--- config.mk ---
export PLATFORM = sky130hd
export DESIGN_NAME = list_collector
export DESIGN_NICKNAME = d
export VERILOG_FILES = /design/src/rtl/list_collector.sv
export SDC_FILE = /design/constraint.sdc
export NUM_CORES = 1
export LEC_CHECK = 0
export CAP_MARGIN = 40
export CORE_ASPECT_RATIO = 1.4
export CORE_MARGIN = 2
export CORE_UTILIZATION = 45
export DETAILED_ROUTE_END_ITERATION = 10
export GPL_TIMING_DRIVEN = 0
export SETUP_SLACK_MARGIN = 0.2
export SYNTH_ARGS = -nofsm -noshare
export SYNTH_HDL_FRONTEND = slang
export SYNTH_SLANG_ARGS = --single-unit
--- constraint.sdc ---
create_clock -name CLOCK_50 -period 9 [get_ports CLOCK_50]
set_clock_uncertainty 0.15 [all_clocks]
set_input_delay 0.9 -clock CLOCK_50 [delete_from_list [all_inputs] [get_ports CLOCK_50]]
set_output_delay 0.9 -clock CLOCK_50 [all_outputs]
set_load 0.01 [all_outputs]
--- src/rtl/list_collector.sv ---
// list_collector: four-phase req/ack sink that buffers a producer's list output.
// Optional phase watchdog enabled by defining LIST_COLLECTOR_TIMEOUT_EN.
module list_collector #(
  parameter int WIDTH   = 8,
  parameter int DEPTH   = 16,
  parameter int TIMEOUT = 1000000
) (
  input  logic                     CLOCK_50,
  input  logic                     reset_n,
  input  logic                     start,
  output logic                     dfd_ready,
  input  logic                     dfd_done,
  output logic                     req,
  input  logic                     ack,
  input  logic [WIDTH-1:0]         value_0,
  input  logic [WIDTH-1:0]         value_1,
  input  logic [WIDTH-1:0]         value_2,
  input  logic                     value_0_valid,
  input  logic                     value_1_valid,
  input  logic                     value_2_valid,
  output logic                     busy,
  output logic                     done,
  output logic [7:0]               count,
  output logic [WIDTH+7:0]         sum,
  output logic [2:0]               status,
  input  logic [$clog2(DEPTH)-1:0] rd_addr,
  output logic [WIDTH-1:0]         rd_data
);

  localparam int AW = $clog2(DEPTH);
  localparam int PW = AW + 1;
  localparam int XW = PW + 2;
  localparam int SW = WIDTH + 8;

  typedef enum logic [2:0] {
    S_IDLE, S_READY, S_REQ, S_DROP, S_FIN
  } state_t;

  state_t state_q, state_d;

  logic [PW-1:0]  ptr_q, ptr_d;
  logic [7:0]     count_q, count_d;
  logic [SW-1:0]  sum_q, sum_d;
  logic [2:0]     status_q, status_d;
  logic           busy_q, busy_d;
  logic           done_q, done_d;
  logic           full_q, full_d;

  logic [WIDTH-1:0] mem_q [DEPTH];

  logic [2:0][WIDTH-1:0] vals;
  logic [2:0]            we;
  logic [2:0][AW-1:0]    waddr;
  logic [1:0]            nval;
  logic [8:0]            cnt_sum;
  logic [XW-1:0]         pos;
  logic                  latch;
  logic                  tmo;
  logic                  tmo_hit;

  assign vals = {value_2, value_1, value_0};

  // Only the leading run of set flags counts as chunk data.
  always_comb begin
    nval = 2'd0;
    if (value_0_valid) begin
      nval = 2'd1;
      if (value_1_valid) begin
        nval = 2'd2;
        if (value_2_valid) nval = 2'd3;
      end
    end
  end

  assign latch   = (state_q == S_REQ) && ack;
  assign tmo_hit = tmo && (((state_q == S_REQ) && !ack) ||
                           ((state_q == S_DROP) && ack));

`ifdef LIST_COLLECTOR_TIMEOUT_EN
  logic [31:0] tcnt_q, tcnt_d;
  logic        in_phase;

  assign in_phase = (state_d == S_REQ) || (state_d == S_DROP);

  always_comb begin
    tcnt_d = tcnt_q + 32'd1;
    if (!in_phase || (state_d != state_q)) tcnt_d = '0;
  end

  always_ff @(posedge CLOCK_50 or negedge reset_n) begin
    if (!reset_n) tcnt_q <= '0;
    else          tcnt_q <= tcnt_d;
  end

  assign tmo = (tcnt_q >= 32'(TIMEOUT));
`else
  assign tmo = (TIMEOUT < 0);
`endif

  always_ff @(posedge CLOCK_50 or negedge reset_n) begin
    if (!reset_n) state_q <= S_IDLE;
    else          state_q <= state_d;
  end

  always_comb begin
    state_d = state_q;
    unique case (state_q)
      S_IDLE:  if (start) state_d = S_READY;
      S_READY: state_d = S_REQ;
      S_REQ: begin
        if (ack)      state_d = S_DROP;
        else if (tmo) state_d = S_FIN;
      end
      S_DROP: begin
        if (!ack)     state_d = full_q ? S_REQ : S_FIN;
        else if (tmo) state_d = S_FIN;
      end
      S_FIN:   state_d = S_IDLE;
      default: state_d = S_IDLE;
    endcase
  end

  always_comb begin
    req       = (state_q == S_REQ);
    dfd_ready = (state_q == S_READY);
  end

  always_comb begin
    count_d  = count_q;
    sum_d    = sum_q;
    status_d = status_q;
    ptr_d    = ptr_q;
    busy_d   = busy_q;
    done_d   = done_q;
    full_d   = full_q;
    we       = '0;
    waddr    = '0;
    cnt_sum  = '0;
    pos      = '0;
    if ((state_q == S_IDLE) && start) begin
      count_d  = '0;
      sum_d    = '0;
      status_d = '0;
      ptr_d    = '0;
      busy_d   = 1'b1;
      done_d   = 1'b0;
    end
    if (state_q == S_FIN) begin
      busy_d = 1'b0;
      done_d = 1'b1;
    end
    if (busy_q && dfd_done) status_d[2] = 1'b1;
    if (tmo_hit)            status_d[1] = 1'b1;
    if (latch) begin
      full_d  = (nval == 2'd3);
      cnt_sum = 9'(count_q) + 9'(nval);
      count_d = cnt_sum[8] ? 8'hff : cnt_sum[7:0];
      for (int i = 0; i < 3; i++) begin
        if (i < int'(nval)) begin
          sum_d = sum_d + SW'(vals[i]);
          pos   = XW'(ptr_q) + XW'(i);
          if (pos < XW'(DEPTH)) begin
            we[i]    = 1'b1;
            waddr[i] = pos[AW-1:0];
          end else begin
            status_d[0] = 1'b1;
          end
        end
      end
      // Pointer parks at DEPTH once full; it never wraps.
      pos   = XW'(ptr_q) + XW'(nval);
      ptr_d = (pos > XW'(DEPTH)) ? PW'(DEPTH) : pos[PW-1:0];
    end
  end

  always_ff @(posedge CLOCK_50 or negedge reset_n) begin
    if (!reset_n) begin
      ptr_q    <= '0;
      count_q  <= '0;
      sum_q    <= '0;
      status_q <= '0;
      busy_q   <= 1'b0;
      done_q   <= 1'b0;
      full_q   <= 1'b0;
    end else begin
      ptr_q    <= ptr_d;
      count_q  <= count_d;
      sum_q    <= sum_d;
      status_q <= status_d;
      busy_q   <= busy_d;
      done_q   <= done_d;
      full_q   <= full_d;
    end
  end

  always_ff @(posedge CLOCK_50) begin
    for (int i = 0; i < 3; i++) begin
      if (we[i]) mem_q[waddr[i]] <= vals[i];
    end
  end

  assign busy    = busy_q;
  assign done    = done_q;
  assign count   = count_q;
  assign sum     = sum_q;
  assign status  = status_q;
  assign rd_data = mem_q[rd_addr];

endmodule

==> impl_metrics.tcl <==
set metrics [dict create \
    hold_violations 0 \
    timing.critical_path.buf_inv 4 \
    syn_to_final_growth_pct 15.5 \
    clkTransAtPathRegs_ns 0.07 \
    ys_types 79 \
    multi_input_area_mm2 0.00673 \
    gp_congestion 0.975 \
    clock_power_share_pct 25.1 \
    holdBufCountCts 0 \
    final_cells 1697 \
    internal_power_mw 1.82 \
    yosysSeqAreaShare_pct 39.9 \
    p_sw_share_pct 38.1 \
    antenna_cells 0 \
    nets 1430 \
    placedCellCount 1665 \
    top_usage_layer "met2" \
    path_max_fanout 10 \
    placed_area_mm2 0.0132 \
    dp_hpwl_um 31100 \
    grt-ovfl-total 0 \
    die_w_um 142 \
    antenna_found_initial 1 \
    drv_slew 0 \
    worst_slew_pin_slew_ns 0.936 \
    htreeDepth 4 \
    ios 75 \
    async_reset_ff_share_pct 22.4 \
    max_cap_violations 0 \
    gr-usage-met3_pct 4.06 \
    die_h_um 197 \
    fp.dieArea_mm2 0.0279 \
    synth_ff_type "edfxtp_1" \
    cts-root-buf "clkbuf_16" \
    syn_nets 1319 \
    worst_setup_path_end_kind "flop" \
    cp_common_cell "o21ai_0" \
    timing.final.crit_share_pct 87.3 \
    cts_buffers 17 \
    seqPwrFrac_pct 32.4 \
    layout_common_cells "nand2_1 (155), mux2i_1 (132), edfxtp_1 (128), nor2_1 (127), a21oi_1 (114)" \
    final-setup-viol-count 0 \
    nFillCells 2433 \
    slew_headroom_pct 37.2 \
    crit_start "start" \
    syn_avg_cell_area_um2 9.57 \
    critPathTopFamily "compound AO/OA/AOI/OAI gates" \
    grt.met2_usage_pct 52.5 \
    wire_per_inst_um 23.3 \
    ys_ff_latch 165 \
    postCtsSetupRepairBufs 0 \
    ff_latch_area_mm2 0.00477 \
    syn_area_mm2 0.0120 \
    grt_use_met1_pct 32.3 \
    worstSetupPathType "primary input to flop" \
    fmax_mhz 127 \
    timing.hold.ws_ns 0.161 \
    pre_cts_ws_ns 0.684 \
    first_iter_violations 870 \
    final_area_mm2 0.0138 \
    p_sw_mw 1.12 \
    power_frac_comb_pct 42.5 \
    core.rowCount 70 \
    drc 0 \
    layout_commonest_cell "nand2_1" \
    clockBufferDepth 2 \
    grt_max_degree 31 \
    peakVddDrop_v 0.000150 \
    rsz0062_at_grt "no" \
    synth_edf_count 128 \
    cp-start-kind "primary input" \
    yosys_warnings 0 \
    r2r_start "state_q[2]" \
    powerDensity_mw_per_mm2 213 \
    synthCells 1251 \
    viasPerCell 6.14 \
    cts_num_sinks 165 \
    finalPower_mw 2.95 \
    routed_wl_um 39500 \
    drive_gt1_share_pct 8.08 \
    drtPass1Iterations 5 \
    cts_resized 0 \
    final_util_pct 52.9 \
    min_path_type "primary input to async pin" \
    cts_tree "built" \
    clk_latency_ns 0.44 \
    min_period_ns 7.86 \
    critPathArrivalTime_ns 8.01 \
    core-area_mm2 0.0261 \
    required_ns 9.15 \
    ant_nets 0 \
    grt_pass1_wl_um 60500 \
    layout_setup_ws_ns 1.14 \
    leakagePower_nw 4.91 \
    slowest_delay_ns 0.52 \
    slowest_stage "clkdlybuf4s50_1" \
    fin_tns_setup_ns 0 \
    status "complete, no violations" \
    initial_utilization_pct 45.9 \
    routed-via-count 10400 \
    track_usage_pct 29.0 \
    grt_pass1_vias 10500 \
    io_buffers 69 \
]
-- cell usage after synthesis, types with 4 or more instances --
cell / count / area share (%)
a22o_1: 5 / 0.37
nand2_1: 155 / 4.9
and2_1: 8 / 0.42
a211oi_1: 7 / 0.44
nor2b_1: 5 / 0.26
edfxtp_1: 128 / 32
a21oi_1: 114 / 4.8
nand2b_1: 12 / 0.63
buf_1: 18 / 0.56
mux2i_1: 132 / 11
o211ai_1: 8 / 0.50
dfrtp_1: 37 / 7.7
o21ai_0: 104 / 4.3
o21a_1: 6 / 0.38
ha_1: 28 / 2.9
o211a_1: 4 / 0.33
fa_1: 4 / 0.67
and3_1: 12 / 0.63
mux2_2: 4 / 0.38
inv_1: 18 / 0.56
mux4_2: 40 / 7.5
a31oi_1: 12 / 0.63
nor3b_1: 7 / 0.44
xor2_1: 13 / 0.95
nor3_1: 23 / 0.96
clkbuf_1: 77 / 2.4
xnor2_1: 21 / 1.5
a21o_1: 10 / 0.63
nor4_1: 4 / 0.21
or3_1: 10 / 0.52
nor2_1: 127 / 4.0
nand4_1: 6 / 0.31
nand3_1: 25 / 1.0
-- final cells by class --
| cell class | instances | area share, % |
|---|---|---|
| buffer | 100 | 2.87 |
| clock buffer | 19 | 3.13 |
| clock inverter | 11 | 0.987 |
| inverter | 18 | 0.489 |
| multi-input combinational | 968 | 48.7 |
| sequential | 165 | 34.5 |
| tap | 324 | 2.93 |
| timing repair buffer | 92 | 6.34 |
-- per-layer routing --
layer,vias to the layer above,wire [um]
li1,4859,-
met1,5050,14300
met2,397,20700
met3,108,2150
met4,0,2360
met5,-,0
-- kinds of logic after synthesis --
| group | share of synthesized area, % |
|---|---|
| and+or+nand+nor | 15.5 |
| buffers and inverters | 3.88 |
| other | 0.0313 |
| xor gates and xnor gates | 2.62 |
| AOI/OAI and AO/OA | 15.3 |
| muxes | 19.1 |
| DFF | 39.9 |
| adders and majority gates | 3.77 |
-- power by group through the flow --
| stage | combinational [mW] | clock [mW] | sequential [mW] |
|---|---|---|---|
| finish | 1.25 | 0.741 | 0.953 |
| global placement | 1.22 | 0 | 0.968 |
| global route | 1.38 | 0.773 | 0.962 |
| floorplan | 0.845 | 0 | 0.965 |
| detailed placement | 1.24 | 0 | 0.968 |
| CTS | 1.25 | 0.745 | 0.953 |
-- sequential cells by signal (all words and copies together) (netlist names) --
| register | count |
|---|---|
| busy | 1 |
| count | 8 |
| sum | 16 |
| mem_q | 128 |
| done | 1 |
| ptr_q | 5 |
| full_q | 1 |
| state_q | 3 |
| status | 2 |
-- worst paths after layout --
kind | to | slack (ns) | cells after the start
max | sum[14] | 1.14 | 29
min | state_q[1] | 0.16 | 1
max reg2reg | sum[14] | 1.56 | 28
min reg2reg | status[2] | 0.35 | 1
max in group asynchronous | ptr_q[2] | 8.08 | 2
min in group CLOCK_50 | status[2] | 0.35 | 1
Power figures use the tool's default switching activity.
